$ cat src/rtl/mem_port_arbiter.sv
// Arbiter for the single-ported unified memory shared by instruction fetch and load/store.
// Each access runs issue -> wait MEM_LAT -> respond; ties in IDLE alternate round-robin.
module mem_port_arbiter #(
  parameter int DATA_W  = 32,
  parameter int MEM_LAT = 1
) (
  input  logic              clk,
  input  logic              rst,
  input  logic              if_req,
  input  logic [DATA_W-1:0] if_addr,
  output logic              if_ack,
  output logic [DATA_W-1:0] if_rdata,
  input  logic              ls_req,
  input  logic              ls_we,
  input  logic [DATA_W-1:0] ls_addr,
  input  logic [DATA_W-1:0] ls_wdata,
  output logic              ls_ack,
  output logic [DATA_W-1:0] ls_rdata,
  output logic              mem_sel,
  output logic              mem_en,
  output logic              mem_we,
  output logic [DATA_W-1:0] mem_addr,
  output logic [DATA_W-1:0] mem_wdata,
  input  logic [DATA_W-1:0] mem_rdata,
  output logic              busy
);

  typedef enum logic [1:0] {
    IDLE  = 2'd0,
    ISSUE = 2'd1,
    WAIT  = 2'd2,
    RESP  = 2'd3
  } state_t;

  localparam logic [3:0] LAT_LOAD = 4'(MEM_LAT - 1);

  state_t     state;
  logic       grant;
  logic       last_grant;
  logic       is_store;
  logic [3:0] cnt;
  logic       pick_ls;

  // On a tie the requester that was not served last wins
  always_comb begin
    pick_ls = 1'b0;
    if (ls_req && if_req) begin
      pick_ls = ~last_grant;
    end else if (ls_req) begin
      pick_ls = 1'b1;
    end else begin
      pick_ls = 1'b0;
    end
  end

  always_ff @(posedge clk) begin
    if (rst) begin
      state      <= IDLE;
      grant      <= 1'b0;
      last_grant <= 1'b0;
      is_store   <= 1'b0;
      cnt        <= 4'd0;
      if_rdata   <= '0;
      ls_rdata   <= '0;
      if_ack     <= 1'b0;
      ls_ack     <= 1'b0;
      mem_en     <= 1'b0;
      mem_we     <= 1'b0;
      busy       <= 1'b0;
    end else begin
      if_ack <= 1'b0;
      ls_ack <= 1'b0;
      mem_en <= 1'b0;
      mem_we <= 1'b0;
      case (state)
        IDLE: begin
          if (if_req || ls_req) begin
            grant    <= pick_ls;
            is_store <= pick_ls & ls_we;
            mem_en   <= 1'b1;
            mem_we   <= pick_ls & ls_we;
            busy     <= 1'b1;
            state    <= ISSUE;
          end
        end
        ISSUE: begin
          cnt   <= LAT_LOAD;
          state <= WAIT;
        end
        WAIT: begin
          if (cnt == 4'd0) begin
            // Stores complete without touching ls_rdata
            if (!grant) begin
              if_rdata <= mem_rdata;
            end else if (!is_store) begin
              ls_rdata <= mem_rdata;
            end
            if_ack <= ~grant;
            ls_ack <= grant;
            state  <= RESP;
          end else begin
            cnt <= cnt - 4'd1;
          end
        end
        RESP: begin
          last_grant <= grant;
          busy       <= 1'b0;
          state      <= IDLE;
        end
        default: begin
          busy  <= 1'b0;
          state <= IDLE;
        end
      endcase
    end
  end

  // grant only changes on leaving IDLE, so the select holds its last value while idle
  assign mem_sel   = grant;
  assign mem_addr  = mem_sel ? ls_addr : if_addr;
  assign mem_wdata = ls_wdata;

endmodule

$ cat config.mk
export PLATFORM = sky130hd
export DESIGN_NAME = mem_port_arbiter
export DESIGN_NICKNAME = d
export VERILOG_FILES = /design/src/rtl/mem_port_arbiter.sv
export SDC_FILE = /design/constraint.sdc
export NUM_CORES = 1
export LEC_CHECK = 0
export CORE_UTILIZATION = 36
export CTS_CLUSTER_SIZE = 24
export DETAILED_ROUTE_END_ITERATION = 16
export HOLD_SLACK_MARGIN = 0.1
export PLACE_DENSITY = 0.82
export SYNTH_ARGS = -nofsm -noshare
export SYNTH_HDL_FRONTEND = slang
export SYNTH_SLANG_ARGS = --single-unit
$ cat constraint.sdc
create_clock -name clk -period 2.65 [get_ports clk]
set_clock_uncertainty 0.1 [all_clocks]
set_input_delay 0.53 -clock clk [delete_from_list [all_inputs] [get_ports clk]]
set_output_delay 0.53 -clock clk [all_outputs]
set_load 0.03 [all_outputs]
---- Word level (Yosys, flattened, before mapping) ----
Index checks and enable logic that the tools add are counted.
word-level totals
  bits in registers ....................... 78
  logic and storage cells ................. 53
  output and inout bits ................... 134
  input port bits ......................... 133
operators by class
  add/subtract/negate cells ............... 1
  mux-type cells .......................... 11
  bitwise gates (word level) .............. 8
  equal/unequal tests ..................... 6
  reductions and logical operators ........ 15
operators with widths
  operator                                             count
  2-to-1 mux 32 bit                                    1
  one-hot mux 2 bit (4 select lines)                   1
  one-hot mux 4 bit (2 select lines)                   1
  AND reduction 2 bit                                  4
  inverter 1 bit                                       7
  inequality test 2 bit, second input constant         3
  OR reduction 3 bit                                   2
  equality test 2 bit, second input constant           2
  zero test 4 bit                                      1
  2-to-1 mux 1 bit                                     4
  2-to-1 mux 2 bit                                     2
  2-to-1 mux 4 bit                                     1
  AND reduction 4 bit                                  1
  nonzero test 2 bit                                   2
  subtractor 4 x 1 -> 4 bit, second input constant     1
  AND reduction 3 bit                                  1
  equality test 2 x 1 -> 1 bit, second input constant  1
  zero test 2 bit                                      1
  one-hot mux 1 bit (2 select lines)                   1
  OR reduction 2 bit                                   1
  AND 1 bit                                            1
  logical AND 1 bit                                    1
  logical OR 1 bit                                     1

---- Longest topological paths before layout ----
Gate-level depths: netlist of the first run.
  depth after elaboration ................. 3
  gate-level depth with buffers ........... 7
  gate-level depth less buffers ........... 5

---- Least setup slack after synthesis of the first run ----
No wires, ideal clock.
  kind .................................... reg-to-output
  start ................................... reg grant (netlist: mem_sel)
  end ..................................... out mem_addr[24]
  buffers on the path ..................... 2
  data required time ...................... 2.020 ns
  stages on the path, launching flop included .. 4
  setup slack ............................. 0.403 ns
  arrival ................................. 1.617 ns
  cell sequence ........................... dfxtp_1 -> clkbuf_1 -> clkbuf_1 -> mux2_2
between the ends
  longest elaborated chain between the ends .. 1
ends and longest elaborated chain
  element                   line  RTL
  start: declaration        38    logic grant;
  start signal: assignment  78    grant <= pick_ls;
  2-to-1 mux 32 bit         120   assign mem_addr = mem_sel ? ls_addr : if_addr;
  end: declaration          22    output logic [DATA_W-1:0] mem_addr,
Every way passes these cells.

---- Worst setup path in the final report of the first run ----
  start ................................... reg grant (netlist: mem_sel)
  end ..................................... out mem_addr[18]
Same word-level chain as after synthesis.

==> flow_summary.ini, run 1 <==
[drt]
postRouteAntennaNets = 0
vias_per_cell = 4.78
detail_route.first_pass.iterations = 4
post_drt_wl_per_cell_um = 17.4
dr_total_vias = 3279
drt_drc_violations_left = 0
first_iter_violations = 103
route.final.wire_length_mm = 11.9

[layout]
final_nets = 685
finish.instance_area_um2 = 5950
drive_above_1_share = 0.129
flow.area_growth_from_synthesis_pct = 52.4
insertedDiodeCount = 0
fin_cells = 686
finish.utilization = 0.571

[grt]
number_of_antenna_violations_at_the_first_check_in_global_routing = 0
grt_pass1_vias = 3410
largest_net_degree_at_the_start_of_global_routing = 112
global_route_usage_over_all_layers = 0.209
global_route_wire_length_before_repair_mm = 17.8
global_route.overflow_total = 0

[synthesis]
synthDominantAreaCellType = dfxtp_1
synth_simple_gate_area_frac = 0.194
post-synth-top-count-cell = nand2b_1
syn_area_um2 = 3900
count_of_different_cell_masters_after_synthesis = 30
dominantRegCellSynth = dfxtp_1
post_synthesis_share_of_cell_area_spent_on_full_adders_half_adders_and_majority_gates = 0.0192
number_of_flops_mapped_to_enable_cells_by_yosys = 0
ys_seq_elements = 78
syn_area_per_cell_um2 = 10.2
synthXorXnorAreaFrac = 0.00224
synth_top_cells_by_area = dfxtp_1, mux2i_1, nand2b_1, mux2_2, buf_4
async_reset_ff_frac = 0
synthMuxAreaShare = 0.262
yosysSeqAreaShare = 0.400
synth_compound_gate_area_share = 0.0256
yosysWarningCount = 0
netlist_instances = 383
netlist.area_leader.share = 0.400
postSynthNetCount = 522
combinational_family_with_the_most_area_after_synthesis = multiplexers
synth.top_cells.by_count = nand2b_1, dfxtp_1, mux2i_1

[placement]
global_placer_s_final_weighted_congestion = 0.824
dpl_worst_slack_ps = 154
dpl-instance-area_um2 = 5800
dp_cells = 671
dp_hpwl_mm = 9.02
port-buffer-count = 202

[floorplanning]
chipWidth_um = 106
floorplan.die.height_um = 106
rows = 37
initial_core_util = 0.375
core_um2 = 10400
fp.dieArea_um2 = 11300
ios = 267

[sta]
report.final.hold_viol_count = 0
fin_ws_ps = 134
slew_viol_final = 0
timing.slew.headroom = 0.722
totalNegativeSetupSlack_ps = 0
grt_setup_unrepaired = false
timing.final.crit_share = 0.949
final_min_period_ps = 2520
final-setup-viol-count = 0
holdWs_ps = 375
max_slew.worst_pin.slew_ps = 417
fmax_mhz = 397

[clock_network]
cts_inserted_buffers = 9
clk-insertion-delay-late_ps = 350
clkSlewWorstSetupHoldPaths_ps = 70
ctsResizeCount = 1
cts_hold_repair.buffers = 0
root_buffer = clkbuf_8
tritoncts = done
max-clock-path-buffers = 2
number_of_buffers_added_for_setup_after_cts = 0
cts-htree-levels = 3
tritoncts_num_sinks = 78

[setup_path]
critical_path_required_ps = 2020
timing.reg2reg.setup_slack_ps = 540
worstSetupStartpointType = flip-flop
timing.critical_path.max_delay_family = buffers and inverters
worst-path-stages = 2
critical_path.slowest_cell = clkdlybuf4s50_1
critical_setup_path_class = flip-flop to primary output
cp.buffers_inverters = 1
reg2regPathDepth = 6
cp_data_arrival_time_ps = 1890
path_cells = mux2_2, clkdlybuf4s50_1
endpoint_kind = primary output
worst_path_largest_cell_delay_ps = 640
timing.critical_path.fanout_max = 21

[pwr]
power.share.switching = 0.375
internal_power_mw = 2.53
maximum_resistive_drop_on_vdd_mv = 0.284
power_per_cell_area_nw_per_um2 = 680
power_frac_comb = 0.461
power.sequential.fraction = 0.357
sw_power_mw = 1.52
total_power_mw = 4.05
cellLeakagePower_nw = 2.33
power_frac_clock = 0.183

[status]
run_status = complete, no violations

[min_path]
whs_path_depth = 2
min-delay-path-class = flip-flop to flip-flop

[job]
cap_viol_max_count = 0
-- metal layers --
| metal | part of all wire | wire [um] | vias to the layer above | GRT usage |
|---|---|---|---|---|
| met5 | 0 | 0 | - | 0 |
| met4 | 0.031 | 375 | 0 | 0.108 |
| met3 | 0.10 | 1240 | 19 | 0.0871 |
| met2 | 0.47 | 5630 | 181 | 0.344 |
| met1 | 0.39 | 4670 | 1512 | 0.228 |
| li1 | - | - | 1567 | - |
-- state kept, by name (all words and copies together) (netlist names), 2 cells and up --
name      count
state         2
if_rdata     32
ls_rdata     32
cnt           4
-- worst register-to-register path, delay by kind of cell, from the launching register on --
| family | cells | cell delay [ps] |
|---|---|---|
| and+or+nand+nor | 2 | 710 |
| muxes | 1 | 170 |
| buffers and inverters | 2 | 380 |
| adders and majority gates | 1 | 310 |
| DFF | 1 | 330 |
-- cells by family after synthesis --
group / Yosys count
xor gates and xnor gates: 1
buffers and inverters: 62
DFF: 78
adders and majority gates: 6
and+or+nand+nor: 123
AOI/OAI and AO/OA: 15
muxes: 98
-- area by class of cell --
cell class	instances	area, um2
fillers	899	4470
repair buffers	208	2070
multi-input cells	243	1970
flip-flops and latches	78	1570
well taps	136	170
clock buffers	13	139
inverters	6	22.5
clock inverters	2	10.0
-- placed cells by master (no fill, tap or decap), drive strengths merged --
cell	Yosys	routed
inv	6	6
nand2b	99	99
ha	6	6
or3b	2	2
nor3	1	1
o211ai	3	3
a221oi	1	1
or4	1	1
clkdlybuf4s50	0	185
xor2	1	1
nand3	1	1
mux2	32	32
nand2	4	4
o21ai	2	2
buf	41	23
clkinv	0	2
clkbuf	15	13
nand4	1	1
mux2i	66	66
a21o	2	2
or2	1	1
dfxtp	78	78
a21oi	4	4
nor3b	4	4
nor2	6	6
nand4bb	1	1
a32oi	1	1
or3	2	2
a211oi	2	2
-- path summary, 6_finish.rpt --
| check | startpoint | end |
|---|---|---|
| max | mem_sel | mem_addr[18] |
| min reg2reg | if_rdata[17] | if_rdata[17] |
| min | if_rdata[17] | if_rdata[17] |
| max reg2reg | state[0] | ls_rdata[12] |
-- power groups by stage --
stage          sequential (mW)  combinational, mW  clock (mW)
2_1_floorplan             1.70              0.936           0
3_3_place_gp              1.46               1.85           0
3_5_place_dp              1.47               1.87           0
4_1_cts                   1.44               1.88       0.763
5_1_grt                   1.46               1.95       0.817
6_report                  1.44               1.86       0.739
Power figures use the tool's default switching activity.
==> run 2, diff against run 1 <==
Settings changed: PLACE_DENSITY 0.82 to 0.92.
==> run 2 against run 1 <==
Flip-flop and latch count unchanged. Wire length up 2.3%. Maximum frequency up 3.9%. Global-route usage up 0.47 points. Die area unchanged. Sequential share of layout area down 0.069 points. Combinational power about the same. Clock-buffer cell count down 2. Design area about the same. Sequential power about the same. First-iteration DRC count up 50%. Critical path type unchanged.
==> flow_summary.ini, run 2 (synthesized netlist as in run 1, its figures left out) <==
[floorplanning]
core_um2 = 10400
rows = 37
ios = 267
floorplan.die.height_um = 106
fp.dieArea_um2 = 11300
chipWidth_um = 106
initial_core_util = 0.375

[sta]
max_slew.worst_pin.slew_ps = 578
totalNegativeSetupSlack_ps = 0
fmax_mhz = 413
slew_viol_final = 0
timing.final.crit_share = 0.914
timing.slew.headroom = 0.615
final-setup-viol-count = 0
report.final.hold_viol_count = 0
final_min_period_ps = 2420
grt_setup_unrepaired = false

[setup_path]
timing.critical_path.fanout_max = 37
critical_path_required_ps = 2020
endpoint_kind = primary output
worstSetupStartpointType = flip-flop
reg2regPathDepth = 6
cp_data_arrival_time_ps = 1790
critical_setup_path_class = flip-flop to primary output

[layout]
flow.area_growth_from_synthesis_pct = 52.4
insertedDiodeCount = 0
largestRegisters = if_rdata: 32 flops, ls_rdata: 32 flops, cnt: 4 flops
final_common_cell = clkdlybuf4s50_1
drive_above_1_share = 0.134
final_nets = 685
fillerInstances = 879
layout_common_cells = clkdlybuf4s50_1, nand2b_1, dfxtp_1, mux2i_1, mux2_2

[pwr]
power.sequential.fraction = 0.349
sw_power_mw = 1.56
total_power_mw = 4.07
power_frac_comb = 0.454
maximum_resistive_drop_on_vdd_mv = 0.357
internal_power_mw = 2.52
power_frac_clock = 0.197
cellLeakagePower_nw = 2.39
power.share.switching = 0.382
power_per_cell_area_nw_per_um2 = 684

[grt]
grt_pass1_vias = 3427
global_route_usage_over_all_layers = 0.213
largest_net_degree_at_the_start_of_global_routing = 55
global_route.overflow_total = 0
number_of_antenna_violations_at_the_first_check_in_global_routing = 0
global_route_wire_length_before_repair_mm = 18.3

[job]
cap_viol_max_count = 0

[clock_network]
cts-htree-levels = 3
clk-insertion-delay-late_ps = 350
root_buffer = clkbuf_8
max-clock-path-buffers = 2
clkSlewWorstSetupHoldPaths_ps = 80
tritoncts_num_sinks = 78
tritoncts = done
cts_hold_repair.buffers = 0
cts_inserted_buffers = 9

[min_path]
whs_path_depth = 2
min-delay-path-class = flip-flop to flip-flop

[drt]
drt_drc_violations_left = 0
dr_total_vias = 3267
vias_per_cell = 4.76
post_drt_wl_per_cell_um = 17.7
first_iter_violations = 154
detail_route.first_pass.iterations = 5
postRouteAntennaNets = 0
route.final.wire_length_mm = 12.2

[placement]
global_placer_s_final_weighted_congestion = 0.910
dp_hpwl_mm = 9.40
port-buffer-count = 202

[status]
run_status = complete, no violations
run 2: worst paths after layout:
kind	to	startpoint	slack [ps]
worst max-delay path	mem_addr[30]	mem_sel	230
worst min-delay path	if_rdata[12]	if_rdata[12]	380
worst min register to register	if_rdata[12]	if_rdata[12]	380
worst max register to register	ls_rdata[16]	state[0]	510
run 2: repair_timing:
action,in CTS,in global routing
resized for setup,10,6
cloned,0,0
setup buffers,0,0
endpoints found under the setup margin,10,6
run 2: power by group through the flow:
stage | registers [mW] | logic (mW) | clock network [mW]
final | 1.42 | 1.85 | 0.802
after global routing | 1.44 | 1.94 | 0.895
after CTS | 1.42 | 1.86 | 0.836
after detailed placement | 1.45 | 1.87 | 0
after global placement | 1.43 | 1.85 | 0
after floorplan | 1.70 | 0.936 | 0
run 2: stage by stage:
step,instances,utilization,hold WS (ps),setup WS [ps],instance area (um2)
final,687,0.571,375,229,5950
after global routing,687,0.571,396,164,5950
after CTS,687,0.570,378,0.157,5940
after detailed placement,671,0.554,361,167,5770
after global placement,671,0.554,358,165,5770
after floorplan,383,-,346,403,3900
run 2: layout make-up:
class	count	area, um2	share of cell area
Sequential cell	78	1560	0.262
Clock buffer	11	141	0.0238
Inverter	6	22.5	0.00378
Tap cell	136	170	0.0286
Timing Repair Buffer	208	2050	0.344
Multi-Input combinational cell	243	1970	0.331
Clock inverter	5	35.0	0.00589
run 2: worst max-delay path: stages, from the launching register on:
cell and delay, ps:
dfxtp_1 440, buf_12 240, mux2_2 390, dlygate4sd2_1 360
run 2: layer usage:
metal	routed length, um	track usage	up-vias
li1	-	-	1571
met1	4710	0.224	1512
met2	6060	0.381	173
met3	1150	0.0865	11
met4	271	0.0764	0
met5	0	0	-
==> run 3, diff against run 2 <==
Settings changed: MAX_ROUTING_LAYER from default to met4.
==> run 3 against run 2 <==
Worst hold slack hardly changed. Global-route usage increased by 0.53 points. Sequential power about the same. Power barely moved. Highest routed layer unchanged. Non-clock buffer count stayed put. Critical endpoint unchanged. Register-to-register slack is essentially flat. First-iteration DRC count shrank 5.2%.
==> flow_summary.ini, run 3 (synthesized netlist as in run 1, its figures left out) <==
[clock_network]
cts-htree-levels = 3
max-clock-path-buffers = 2
cts_inserted_buffers = 9
root_buffer = clkbuf_8
clk-insertion-delay-late_ps = 340
tritoncts = done
tritoncts_num_sinks = 78
clkSlewWorstSetupHoldPaths_ps = 80
number_of_buffers_added_for_setup_after_cts = 0

[min_path]
whs_path_depth = 2
worstHoldStart = if_rdata[12]
min-delay-path-class = flip-flop to flip-flop
hold_end = if_rdata[12]

[setup_path]
critical_path.reg2reg.startpoint = state[0]
worst_path_largest_cell_delay_ps = 430
critical_setup_path_class = flip-flop to primary output
ff_to_ff_end = ls_rdata[16]
timing.reg2reg.setup_slack_ps = 520
cp.buffers_inverters = 2
timing.critical_path.from = mem_sel
cp_data_arrival_time_ps = 1780
reg2regPathDepth = 6
critical_path.slowest_cell = dfxtp_1
worstSetupStartpointType = flip-flop
timing.critical_path.max_delay_family = buffers and inverters
critical_path_required_ps = 2020
timing.critical_path.fanout_max = 37
path_cells = buf_12, mux2_2, dlygate4sd2_1
endpoint_kind = primary output

[floorplanning]
fp.dieArea_um2 = 11300
ios = 267
initial_core_util = 0.375
chipWidth_um = 106
floorplan.die.height_um = 106
rows = 37
core_um2 = 10400

[sta]
final_min_period_ps = 2410
final-setup-viol-count = 0
slew_viol_final = 0
max_slew.worst_pin.slew_ps = 577
grt_setup_unrepaired = false
fmax_mhz = 414
report.final.hold_viol_count = 0
totalNegativeSetupSlack_ps = 0
timing.slew.headroom = 0.615
timing.final.crit_share = 0.911

[layout]
final_nets = 685
final_common_cell = clkdlybuf4s50_1
drive_above_1_share = 0.134
flow.area_growth_from_synthesis_pct = 52.4
insertedDiodeCount = 0
finish.utilization = 0.571
largestRegisters = if_rdata: 32 flops, ls_rdata: 32 flops, cnt: 4 flops
layout_common_cells = clkdlybuf4s50_1, nand2b_1, dfxtp_1, mux2i_1, mux2_2
finish.instance_area_um2 = 5950
fin_cells = 687

[pwr]
cellLeakagePower_nw = 2.39
power_per_cell_area_nw_per_um2 = 684
maximum_resistive_drop_on_vdd_mv = 0.356

[grt]
number_of_antenna_violations_at_the_first_check_in_global_routing = 0
largest_net_degree_at_the_start_of_global_routing = 55
global_route_usage_over_all_layers = 0.219
grt_pass1_vias = 3433
global_route_wire_length_before_repair_mm = 18.3
global_route.overflow_total = 0

[placement]
global_placer_s_final_weighted_congestion = 0.925
port-buffer-count = 202
dp_cells = 671
dp_hpwl_mm = 9.40
dpl-instance-area_um2 = 5770

[drt]
vias_per_cell = 4.75
dr_total_vias = 3265
first_iter_violations = 146
post_drt_wl_per_cell_um = 17.7
postRouteAntennaNets = 0
drt_drc_violations_left = 0
detail_route.first_pass.iterations = 4
route.final.wire_length_mm = 12.2

[job]
cap_viol_max_count = 0

[status]
run_status = complete, no violations
-- run 3: worst register-to-register path, stage by stage, from the launching register on --
cell	delay (ps)
dfxtp_1	340
inv_1	130
ha_1	300
nand4bb_1	270
or3b_1	430
buf_4	250
mux2i_1	190
-- run 3: what timing repair did --
| action | in CTS | in global routing |
|---|---|---|
| resized for setup | 10 | 6 |
| hold buffers | 0 | 0 |
| endpoints found under the setup margin | 10 | 6 |
-- run 3: power by group --
part	leakage [nW]	internal [mW]	switching, mW	total [mW]
sequential	0.632	1.33	0.0951	1.42
clock	0.0776	0.364	0.439	0.803
combinational	1.68	0.826	1.02	1.85
total	2.39	2.52	1.56	4.07
-- run 3: worst max-delay path by stage --
stage                         endpoint  cells after the start
after detailed placement  mem_addr[28]                      3
after floorplan           mem_addr[24]                      3
after CTS                 mem_addr[12]                      3
final                     mem_addr[30]                      3
after global routing      mem_addr[30]                      3
after global placement     mem_addr[8]                      3
-- run 3: per-stage QoR --
stage                     total power [mW]  setup slack [ps]  hold WS (ps)
after floorplan                       2.63               403           346
after global placement                3.28               165           358
after detailed placement              3.32               167           361
after CTS                             4.12             0.157           378
after global routing                  4.27               165           396
final                                 4.07               235           375
-- run 3: per-layer routing --
layer | routed length, um | track usage | up-vias
li1 | - | - | 1566
met1 | 4790 | 0.225 | 1508
met2 | 6010 | 0.378 | 176
met3 | 1090 | 0.0840 | 15
met4 | 291 | 0.0794 | 0
met5 | 0 | - | -
-- run 3: final cells by class --
class	count	area, um2
clock buffers	11	141
clock inverters	5	35.0
fillers	879	4470
inverters	6	22.5
multi-input cells	243	1970
flip-flops and latches	78	1560
well taps	136	170
repair buffers	208	2050
